<file path="config.mk">
export PLATFORM = sky130hd
export DESIGN_NAME = hazard_sequencer
export DESIGN_NICKNAME = d
export VERILOG_FILES = /design/src/rtl/hazard_sequencer.sv
export SDC_FILE = /design/constraint.sdc
export NUM_CORES = 1
export LEC_CHECK = 0
export CORE_MARGIN = 4
export CORE_UTILIZATION = 45
export CTS_CLUSTER_SIZE = 30
export DETAILED_ROUTE_END_ITERATION = 8
export PLACE_DENSITY_LB_ADDON = 0.08
export SLEW_MARGIN = 10
export SYNTH_ARGS = -nofsm -noshare
export SYNTH_HDL_FRONTEND = slang
export SYNTH_SLANG_ARGS = --single-unit
</file>
<file path="constraint.sdc">
create_clock -name clk -period 6.4 [get_ports clk]
set_input_delay 1.28 -clock clk [delete_from_list [all_inputs] [get_ports clk]]
set_output_delay 1.28 -clock clk [all_outputs]
set_load 0.01 [all_outputs]
</file>
<file path="src/rtl/hazard_sequencer.sv">
// hazard_sequencer: decode-side hazard controller for the 5-stage core.
// Detects load-use and control hazards, drives PC / IF-ID / ID-EX controls,
// and keeps a saturating stall counter plus a sticky control-wait timeout.
module hazard_sequencer #(
  parameter int LOAD_PENALTY = 1,   // 1..7 cycles held per load-use hazard
  parameter int CTRL_TIMEOUT = 15,  // 1..255 CTRL_WAIT cycles before timeout
  parameter int CNT_W        = 32   // width of stall_count
) (
  input  logic             clk,
  input  logic             rst_n,
  input  logic             id_valid,
  input  logic [6:0]       id_opc,
  input  logic [4:0]       id_rs1,
  input  logic [4:0]       id_rs2,
  input  logic             id_uses_rs1,
  input  logic             id_uses_rs2,
  input  logic             ex_is_load,
  input  logic [4:0]       ex_rd,
  input  logic             ex_resolve,
  output logic             pc_en,
  output logic             ifid_en,
  output logic             ifid_flush,
  output logic             idex_bubble,
  output logic             busy,
  output logic [CNT_W-1:0] stall_count,
  output logic             timeout_err
);

  localparam logic [6:0] OPCODE_BRANCH = 7'b1100011;
  localparam logic [6:0] OPCODE_JALR   = 7'b1100111;
  localparam logic [6:0] OPCODE_JAL    = 7'b1101111;

  localparam logic [2:0] HOLD_INIT = 3'(LOAD_PENALTY - 1);
  localparam logic [7:0] TMO_LIMIT = 8'(CTRL_TIMEOUT);
  localparam logic [CNT_W-1:0] CNT_ONE = {{(CNT_W-1){1'b0}}, 1'b1};

  typedef enum logic [1:0] {
    ST_RUN,
    ST_LOAD_HOLD,
    ST_CTRL_WAIT
  } state_e;

  state_e           state_q, state_d;
  logic [2:0]       cnt_q, cnt_d;
  logic [7:0]       tcnt_q, tcnt_d;
  logic [CNT_W-1:0] stall_count_q, stall_count_d;
  logic             timeout_err_q, timeout_err_d;

  logic load_use;
  logic ctrl;

  // Hazard detection on the decode-stage instruction against the EX load.
  always_comb begin
    load_use = id_valid && ex_is_load && (ex_rd != 5'd0) &&
               ((id_uses_rs1 && (id_rs1 == ex_rd)) ||
                (id_uses_rs2 && (id_rs2 == ex_rd)));
    ctrl     = id_valid && ((id_opc == OPCODE_JAL) ||
                            (id_opc == OPCODE_JALR) ||
                            (id_opc == OPCODE_BRANCH));
  end

  // Next-state and pipeline controls from current state and live inputs.
  always_comb begin
    // NOTE: every signal gets a default before the case so no path leaves
    // one unassigned, which would otherwise infer a latch.
    state_d       = state_q;
    cnt_d         = cnt_q;
    tcnt_d        = tcnt_q;
    timeout_err_d = timeout_err_q;
    pc_en         = 1'b1;
    ifid_en       = 1'b1;
    ifid_flush    = 1'b0;
    idex_bubble   = 1'b0;

    unique case (state_q)
      ST_RUN: begin
        if (load_use) begin
          pc_en       = 1'b0;
          ifid_en     = 1'b0;
          idex_bubble = 1'b1;
          if (LOAD_PENALTY > 1) begin
            state_d = ST_LOAD_HOLD;
            cnt_d   = HOLD_INIT;
          end
        end else if (ctrl) begin
          // The control instruction moves on to EX; the fetch behind it is
          // squashed until EX tells us where to go.
          pc_en      = 1'b0;
          ifid_flush = 1'b1;
          state_d    = ST_CTRL_WAIT;
          tcnt_d     = 8'd0;
        end
      end

      ST_LOAD_HOLD: begin
        pc_en       = 1'b0;
        ifid_en     = 1'b0;
        idex_bubble = 1'b1;
        if (cnt_q == 3'd1) begin
          state_d = ST_RUN;
          cnt_d   = 3'd0;
        end else begin
          cnt_d = cnt_q - 3'd1;
        end
      end

      ST_CTRL_WAIT: begin
        pc_en       = 1'b0;
        ifid_flush  = 1'b1;
        idex_bubble = 1'b1;
        if (ex_resolve) begin
          // The datapath PC mux is valid this cycle, so let the PC load it.
          pc_en   = 1'b1;
          state_d = ST_RUN;
          tcnt_d  = 8'd0;
        end else if (tcnt_q + 8'd1 == TMO_LIMIT) begin
          timeout_err_d = 1'b1;
          state_d       = ST_RUN;
          tcnt_d        = 8'd0;
        end else begin
          tcnt_d = tcnt_q + 8'd1;
        end
      end

      default: state_d = ST_RUN;
    endcase

    // Reset holds the pipeline frozen and filled with NOPs.
    if (!rst_n) begin
      pc_en       = 1'b0;
      ifid_en     = 1'b0;
      ifid_flush  = 1'b1;
      idex_bubble = 1'b1;
    end
  end

  // Saturating count of cycles the PC was held.
  always_comb begin
    stall_count_d = stall_count_q;
    if (!pc_en && (stall_count_q != {CNT_W{1'b1}})) begin
      stall_count_d = stall_count_q + CNT_ONE;
    end
  end

  // State and counter registers with synchronous active-low reset.
  always_ff @(posedge clk) begin
    // NOTE: sequential state uses non-blocking assignments so every register
    // samples the pre-edge values regardless of statement order.
    if (!rst_n) begin
      state_q       <= ST_RUN;
      cnt_q         <= 3'd0;
      tcnt_q        <= 8'd0;
      stall_count_q <= '0;
      timeout_err_q <= 1'b0;
    end else begin
      state_q       <= state_d;
      cnt_q         <= cnt_d;
      tcnt_q        <= tcnt_d;
      stall_count_q <= stall_count_d;
      timeout_err_q <= timeout_err_d;
    end
  end

  assign busy        = rst_n && (state_q != ST_RUN);
  assign stall_count = stall_count_q;
  assign timeout_err = timeout_err_q;

endmodule

</file>
==> Yosys cells after proc, flatten, opt, wreduce, memory -nomap -nowiden <==
Cells that the tools add are included.
{ "op_classes": {"addsub": 3, "n_eq_ne": 14, "muxes": 27, "n_bitwise": 1, "n_reduce_logical": 20} }
{ "ops": {"columns": ["op", "n"], "rows": [
  ["$add A32 B1 Y32 const B", 1],
  ["$mux W8", 4],
  ["$ne A32 B32 Y1 const B", 1],
  ["$eq A7 B7 Y1 const B", 3],
  ["$pmux W8 S2", 1],
  ["$mux W1", 11],
  ["$eq A5 B5 Y1", 2],
  ["$mux W2", 5],
  ["$add A8 B1 Y8 const B", 1],
  ["$eq A8 B4 Y1 const B", 1],
  ["$logic_and A1 B1 Y1", 8],
  ["$ne A2 B2 Y1 const B", 3],
  ["$pmux W1 S2", 3],
  ["$pmux W2 S3", 1],
  ["$reduce_and A3 Y1", 2],
  ["$reduce_bool A5 Y1", 1],
  ["$reduce_and A4 Y1", 1],
  ["$reduce_bool A2 Y1", 2],
  ["$eq A3 B1 Y1 const B", 1],
  ["$logic_or A1 B1 Y1", 3],
  ["$mux W3", 1],
  ["$ne A3 B3 Y1 const B", 1],
  ["$pmux W1 S3", 1],
  ["$sub A3 B1 Y3 const B", 1],
  ["other kinds (6)", 6]
]} }
{ "totals": {"regBits": 46, "in_bits": 29} }

==> Depth between registers and ports, before layout <==
Gate-level depths: netlist (run 1).
{ "depth": {"depth_word": 10, "mapped_depth": 9, "ltp_nobuf": 7} }

==> Least setup slack after synthesis (run 1) <==
OpenSTA, ideal clock, no wires.
{ "synth_path": {"path_kind": "in2out", "startpoint": "input port ex_rd[0]", "endpoint": "output port pc_en", "t_arrival_ns": 2.499, "slack_ns": 2.621, "path_stages": 6, "path_buffers": 2, "cell_sequence": "or3_1 o311a_1 o2bb2ai_1 o21bai_2 buf_6 buf_6"} }
{ "synth_between": {"elab_chain_cells": 7} }
{ "synth_rtl": {"columns": ["element", "line", "rtl"], "rows": [
  ["start: declaration", "18", "input logic [4:0] ex_rd,"],
  ["$eq A5 B5 Y1, on equally long branches", "55, 56", null],
  ["$logic_and A1 B1 Y1, on equally long branches", "55, 56", null],
  ["$logic_or A1 B1 Y1", "55", "((id_uses_rs1 && (id_rs1 == ex_rd)) ||"],
  ["$logic_and A1 B1 Y1 (*)", "54", "load_use = id_valid && ex_is_load && (ex_rd != 5'd0) &&"],
  ["$mux W1 (*)", "77", "if (load_use) begin"],
  ["$pmux W1 S3 (*)", "75", "unique case (state_q)"],
  ["$mux W1 (*)", "129", "if (!rst_n) begin"],
  ["end: declaration", "20", "output logic pc_en,"]
]} }
Every way passes the cells marked *; elsewhere a longest branch is shown, timed or not.

==> Final worst setup path (run 1) <==
{ "layout_path": {"startpoint": "input port ex_rd[2]", "endpoint": "output port ifid_flush"} }
{ "layout_between": {"elab_chain_cells": 7} }
{ "layout_rtl": {"columns": ["element", "line", "rtl"], "rows": [
  ["$eq A5 B5 Y1, on equally long branches", "55, 56", null],
  ["$logic_and A1 B1 Y1, on equally long branches", "55, 56", null],
  ["$logic_or A1 B1 Y1", "55", null],
  ["$logic_and A1 B1 Y1 (*)", "54", null],
  ["$mux W1 (*)", "77", null],
  ["$pmux W1 S2 (*)", "75", null],
  ["$mux W1 (*)", "129", null],
  ["end: declaration", "22", "output logic ifid_flush,"]
]} }
Marks and branches as above.

==> flow_summary_export.csv, run 1 <==
group,metric,value,unit
logic_synthesis,post_synth_num_cell_types,50,
sta,rsz0062_at_grt,"false",
logic_synthesis,synthDominantAreaCellType,"sky130_fd_sc_hd__dfxtp_1",
logic_synthesis,muxShareOfSynthArea,1.59,%
setup_path,setup.worst_path.start_class,"input port",
logic_synthesis,synth_area_per_cell,8.39,um^2
clocking,hold_buffers,0,
floorplanning,coreArea,5470,um^2
global_route,grt_pass1_vias,2366,
placement,buffer_ports.inserted,66,
setup_path,timing.setup.critical_path_class,"input port to primary output",
clocking,max-clock-path-buffers,2,
status,status,"finished clean",
global_route,global_route_wire_length_before_repair,10500,um
pwr,cell_internal_pwr,0.408,mW
pwr,power.ir.vdd_worst,0.0926,mV
pwr,total_switching_power,0.114,mW
floorplanning,dieArea,6870,um^2
logic_synthesis,synth-adder-area-share,1.49,%
worst_hold_path,hp-class,"register to register",
setup_path,cell_mode_on_critical_path,"sky130_fd_sc_hd__clkdlybuf4s50_1",
drt,drt-pass1-iter-count,4,
layout,drive_gt1_share,5.25,%
logic_synthesis,synth_xor_area_share,3.47,%
pwr,report.power.total,0.522,mW
clocking,clk_latency,0.28,ns
logic_synthesis,synth-seq-area-share,33.3,%
logic_synthesis,synthArstFlopShare,0,%
logic_synthesis,most_common_flop_cell_mapped_by_yosys,"sky130_fd_sc_hd__dfxtp_1",
sta,report.final.setup_viol,0,
floorplanning,die_w,82.9,um
clocking,clk_transition_reported_paths,0.08,ns
sta,final_period_util,76.5,%
floorplanning,std_cell_rows,27,
sta,finalSetupTns,0,ns
logic_synthesis,synthesis.area,2520,um^2
clocking,clock-root-buffer,"sky130_fd_sc_hd__clkbuf_8",
job,cap_violations,0,
drt,dr.first_iter.drc_count,114,
drt,antenna_left,0,
logic_synthesis,synth_warnings,0,
logic_synthesis,synth.area.top_cells,"sky130_fd_sc_hd__dfxtp_1 (33%), sky130_fd_sc_hd__a21oi_1 (5.7%), sky130_fd_sc_hd__or4_1 (4.5%)",
logic_synthesis,post_synth_inst_count,301,
placement,post-dp-hpwl,4580,um
logic_synthesis,synth_edf_count,0,
logic_synthesis,mappedNetlistNets,333,
global_route,grt_max_degree,62,
layout,antenna_cells_inserted,0,
drt,route.detailed.vias_per_inst,5.85,
logic_synthesis,netlist_top_cells_count,"sky130_fd_sc_hd__dfxtp_1 (42), sky130_fd_sc_hd__a21oi_1 (29), sky130_fd_sc_hd__nand2_1 (25)",
drt,postRouteWirelength,6280,um
placement,gp_routability_congestion,0.895,
setup_path,timing.critical_path.to_type,"primary output",
pwr,leakage,1.06,nW
drt,drc,0,
clocking,cts_tree,"done",
setup_path,worstPathBufferInverterCount,3,
drt,via_count,2540,
clocking,cts.sinks,42,
setup_path,worst_path_max_delay_cell,"sky130_fd_sc_hd__clkdlybuf4s50_1",
setup_path,cpPeakStageDelay,0.53,ns
sta,timing_max_transition_violations_final,0,
global_route,globalRouteTotalUtil,17.6,%
logic_synthesis,synth_compound_area_share,22.4,%
sta,timing.final.crit_period,4.90,ns
clocking,tritoncts.num_buffers,5,
clocking,post_cts.resized_instances,0,
floorplanning,top_level_i_o_count,67,
logic_synthesis,synth_simple_gate_area_share,32.2,%
setup_path,family_with_the_most_delay_on_the_worst_path,"buffers and inverters",
sta,hold_slack,0.494,ns
pwr,power-per-cell-area,159,nW/um^2
sta,max_freq,204,MHz
setup_path,cp_data_required_time,5.12,ns
clocking,cts_max_level,2,
floorplanning,effective_utilization_at_floorplan,46.1,%
logic_synthesis,most_frequently_used_cell_type_in_the_post_synthesis_netlist,"sky130_fd_sc_hd__dfxtp_1",
sta,report.final.hold_viol_count,0,
drt,wire_per_inst,14.5,um
floorplanning,die_h,82.9,um
setup_path,critical_path.cell_chain,"clkdlybuf4s50_1 > xnor2_1 > nand4_1 > o22ai_1 > nand2_1 > a21oi_1 > inv_1 > clkdlybuf4s50_1",
pwr,share_clk_of_total_power,38.7,%
layout,area_delta_synth_final,30.1,%
sta,worst_slew_pin_tran,0.827,ns
sta,relSlewSlack,44.9,%
pwr,switching_share,21.8,%
setup_path,critical_path_peak_fanout,6,
pwr,power.share.combinational,10.8,%
logic_synthesis,synth-seq-cells,42,
logic_synthesis,synth_top_family_by_area,"simple AND/OR/NAND/NOR gates",
sta,skew,0.0106,ns
global_route,number_of_antenna_violations_at_the_first_check_in_global_routing,0,
global_route,grt_remaining_overflow,0,
logic_synthesis,synth_top_area_share,33.3,%
pwr,pwr-share-seq,50.5,%
clocking,cts_post_setup_buffers_inserted,0,
layout,nets,393,
setup_path,worst_ep_arrival_time,3.62,ns
==> power by group through the flow <==
stage               clock (mW)  combinational (mW)  sequential (mW)
global route             0.221              0.0616            0.264
finish                   0.202              0.0565            0.263
global placement             0              0.0563            0.270
CTS                      0.210              0.0570            0.263
detailed placement           0              0.0567            0.270
floorplan                    0              0.0306            0.270
==> layout make-up <==
| type | instances | area [um^2] |
|---|---|---|
| well taps | 72 | 90.1 |
| flip-flops and latches | 42 | 841 |
| repair buffers | 67 | 668 |
| fillers | 517 | 2190 |
| clock buffers | 7 | 76.3 |
| clock inverters | 1 | 30.0 |
| multi-input cells | 237 | 1550 |
| inverters | 8 | 30.0 |
==> final timing paths <==
kind	depth (start not counted)	end	slack [ns]	from
max	8	ifid_flush	1.50	ex_rd[2]
min	1	tcnt_q[6]	0.49	tcnt_q[6]
max reg2reg	6	stall_count[21]	3.87	stall_count[18]
min reg2reg	1	tcnt_q[6]	0.49	tcnt_q[6]
==> per-stage QoR <==
step | instance area, um^2 | setup slack (ns) | util (%) | cells
floorplan | 2520 | 2.62 | - | 301
global placement | 3180 | 1.54 | 58.1 | 426
detailed placement | 3180 | 1.47 | 58.1 | 426
CTS | 3290 | 1.49 | 60.0 | 434
global route | 3290 | 1.31 | 60.0 | 434
finish | 3290 | 1.50 | 60.0 | 434
==> worst reg2reg max path, cell delays in order (launching register included) <==
cell                      delay (ns)
sky130_fd_sc_hd__dfxtp_1        0.48
sky130_fd_sc_hd__nand4_2        0.22
sky130_fd_sc_hd__nor4_4         0.48
sky130_fd_sc_hd__and3_1         0.78
sky130_fd_sc_hd__or4_1          0.24
sky130_fd_sc_hd__nor3_1         0.05
sky130_fd_sc_hd__o21a_1         0.18
==> per-layer routing <==
layer	wire length, um	track usage (%)	vias up
li1	-	-	1276
met3	479	5.46	5
met5	0	0	-
met2	3080	31.4	74
met1	2670	20.7	1185
met4	41	3.27	0
==> cells by family (layout without fill, tap and decap cells) <==
kind of cell | after synthesis | after routing
compound gates | 85 | 85
xor+xnor | 10 | 10
fa+ha+maj | 3 | 3
buf+inv | 22 | 83
flops | 42 | 42
mux | 4 | 4
simple gates | 135 | 135
==> flip-flops by register name, summed over array words and instances (netlist names) <==
name	count
timeout_err	1
state_q	1
stall_count	32
tcnt_q	8
==> placed cells by master, fill, tap and decap left out, types with 8 or more instances in the layout <==
master / synthesis / final
sky130_fd_sc_hd__inv_1: 8 / 8
sky130_fd_sc_hd__nand4_1: 16 / 16
sky130_fd_sc_hd__and3_1: 9 / 9
sky130_fd_sc_hd__or4_1: 15 / 15
sky130_fd_sc_hd__o21a_1: 8 / 8
sky130_fd_sc_hd__dfxtp_1: 42 / 42
sky130_fd_sc_hd__xnor2_1: 10 / 10
sky130_fd_sc_hd__nand2_1: 25 / 25
sky130_fd_sc_hd__a21oi_1: 29 / 29
sky130_fd_sc_hd__nand3_1: 14 / 14
sky130_fd_sc_hd__nor2_1: 8 / 8
sky130_fd_sc_hd__clkdlybuf4s50_1: 0 / 66
sky130_fd_sc_hd__or3_1: 12 / 12
sky130_fd_sc_hd__o31ai_1: 14 / 14
Note: power is estimated with default switching activity, not from simulation.
==> run 2: changes to the inputs <==
==> constraint.sdc (replaced) <==
create_clock -name clk -period 5.05 [get_ports clk]
set_input_delay 1.01 -clock clk [delete_from_list [all_inputs] [get_ports clk]]
set_output_delay 1.01 -clock clk [all_outputs]
set_load 0.01 [all_outputs]
==> run 2 against run 1 <==
Effect of this change:
- core utilization shrank 0.14 points
- global-route usage is essentially flat
- setup slack worse by 0.75 ns
- cell count up 0.23%
- non-clock buffer count increased by 1
- sequential share of layout area is 0.059 points higher
- combinational power grew 29%
- design area down 0.23%
- sequential cell count is the same
- register-to-register slack got worse by 1.4 ns
- sequential power up 27%
- die area unchanged
- critical path type unchanged
- critical endpoint unchanged
==> flow_summary_export.csv, run 2 (same netlist as run 1, synthesis figures left out) <==
group,metric,value,unit
status,status,"finished clean",
sta,max_freq,233,MHz
global_route,globalRouteTotalUtil,17.5,%
drt,antenna_left,0,
drt,wire_per_inst,14.0,um
clocking,cts_post_setup_buffers_inserted,0,
sta,finalSetupTns,0,ns
pwr,cell_internal_pwr,0.480,mW
layout,nets,394,
layout,mostFrequentLayoutCell,"sky130_fd_sc_hd__clkdlybuf4s50_1",
layout,mostFrequentLayoutCells,"sky130_fd_sc_hd__clkdlybuf4s50_1 (66), sky130_fd_sc_hd__dfxtp_1 (42), sky130_fd_sc_hd__a21oi_1 (29)",
setup_path,timing.critical_path.to_type,"primary output",
clocking,clk_transition_reported_paths,0.08,ns
sta,hold_slack,0.490,ns
global_route,number_of_antenna_violations_at_the_first_check_in_global_routing,0,
pwr,power.share.combinational,11.5,%
layout,fin_util,59.9,%
job,cap_violations,0,
drt,postRouteWirelength,6110,um
placement,dpl_cell_area,3190,um^2
sta,post-route-worst-setup-slack,0.751,ns
layout,drive_gt1_share,5.79,%
setup_path,setup.worst_path.start_class,"input port",
clocking,cts.sinks,42,
clocking,post_cts.resized_instances,0,
clocking,tritoncts.num_buffers,5,
floorplanning,std_cell_rows,27,
pwr,pwr-share-seq,52.9,%
pwr,share_clk_of_total_power,35.6,%
pwr,power.ir.vdd_worst,0.118,mV
placement,post-dp-hpwl,4510,um
global_route,grt_max_degree,62,
sta,relSlewSlack,45.0,%
pwr,total_switching_power,0.151,mW
setup_path,crit-reg2reg-launch,"stall_count[10]",
setup_path,worst_ep_arrival_time,3.29,ns
clocking,max-clock-path-buffers,2,
drt,drc,0,
pwr,leakage,1.06,nW
sta,timing_max_transition_violations_final,0,
layout,antenna_cells_inserted,0,
setup_path,rr_endpoint,"stall_count[21]",
sta,skew,0.0127,ns
clocking,cts_max_level,2,
drt,via_count,2479,
placement,post-place-cells,427,
sta,worst_slew_pin_tran,0.824,ns
setup_path,critical_path_peak_fanout,6,
floorplanning,dieArea,6870,um^2
clocking,cts_tree,"done",
pwr,report.power.total,0.632,mW
floorplanning,top_level_i_o_count,67,
setup_path,cp_data_required_time,4.04,ns
global_route,grt_pass1_vias,2253,
layout,finish.cell_count_without_fillers,435,
clocking,clk_latency,0.29,ns
placement,placement.setup.worst_slack,0.736,ns
setup_path,timing.setup.critical_path_class,"input port to primary output",
sta,timing.final.crit_period,4.30,ns
sta,report.final.setup_viol,0,
setup_path,worst_setup_path_startpoint,"ex_rd[3]",
sta,rsz0062_at_grt,"false",
drt,drt-pass1-iter-count,4,
placement,gp_routability_congestion,0.791,
sta,final_period_util,85.1,%
floorplanning,die_w,82.9,um
sta,report.final.hold_viol_count,0,
worst_hold_path,hp-class,"register to register",
floorplanning,effective_utilization_at_floorplan,46.1,%
global_route,global_route_wire_length_before_repair,10500,um
layout,stdcell_area,3280,um^2
drt,dr.first_iter.drc_count,165,
floorplanning,coreArea,5470,um^2
drt,route.detailed.vias_per_inst,5.70,
clocking,hold_buffers,0,
setup_path,timing.critical_path.to,"ifid_flush",
pwr,switching_share,24.0,%
pwr,power-per-cell-area,193,nW/um^2
layout,largest_register_ffs,32,
global_route,grt_remaining_overflow,0,
placement,buffer_ports.inserted,66,
clocking,clock-root-buffer,"sky130_fd_sc_hd__clkbuf_8",
floorplanning,die_h,82.9,um
setup_path,worst_r2r_path_cells,6,
setup_path,regToRegSetupSlack,2.51,ns
layout,area_delta_synth_final,29.8,%
[run 2: changes by cell type in the layout (fill, tap and decap cells not counted)]
cell                        previous run  this run
sky130_fd_sc_hd__buf_4                 1         2
sky130_fd_sc_hd__bufinv_16             1         0
sky130_fd_sc_hd__clkbuf_1              2         1
sky130_fd_sc_hd__clkbuf_8              5         6
sky130_fd_sc_hd__clkinv_2              0         1
[run 2: power by group through the flow]
stage / combinational [mW] / sequential [mW] / clock [mW]
2_1_floorplan: 0.0388 / 0.342 / 0
3_3_place_gp: 0.0719 / 0.342 / 0
3_5_place_dp: 0.0730 / 0.342 / 0
4_1_cts: 0.0733 / 0.334 / 0.232
5_1_grt: 0.0795 / 0.334 / 0.243
6_report: 0.0728 / 0.334 / 0.225
[run 2: cell type report]
cell class / instances / area [um^2]
multi-input cells: 237 / 1550
well taps: 72 / 90.1
clock buffers: 7 / 86.3
fillers: 503 / 2190
flip-flops and latches: 42 / 841
clock inverters: 1 / 5.00
inverters: 8 / 30.0
repair buffers: 68 / 676
[run 2: routing by layer]
metal	GRT usage (%)	wire, um	vias up	part of all wire (%)
met3	4.56	393	5	6.4
met4	3.42	31	0	0.51
met5	0	0	-	0
met1	22.5	2830	1134	46
li1	-	-	1279	-
met2	29.7	2860	61	47
[run 2: worst min path at each step]
stage	startpoint	endpoint	slack, ns	cells past startpoint
floorplan	tcnt_q[6]	tcnt_q[6]	0.45	1
global placement	timeout_err	timeout_err	0.47	1
detailed placement	timeout_err	timeout_err	0.47	1
CTS	timeout_err	timeout_err	0.50	1
global route	stall_count[31]	stall_count[31]	0.51	2
finish	timeout_err	timeout_err	0.49	1
[run 2: worst max-delay path: stages]
cell	delay, ns
sky130_fd_sc_hd__clkdlybuf4s50_1	0.54
sky130_fd_sc_hd__xnor2_1	0.15
sky130_fd_sc_hd__nand4_1	0.10
sky130_fd_sc_hd__o22ai_1	0.31
sky130_fd_sc_hd__nand2_1	0.17
sky130_fd_sc_hd__a21oi_1	0.30
sky130_fd_sc_hd__inv_1	0.19
sky130_fd_sc_hd__clkdlybuf4s50_1	0.52
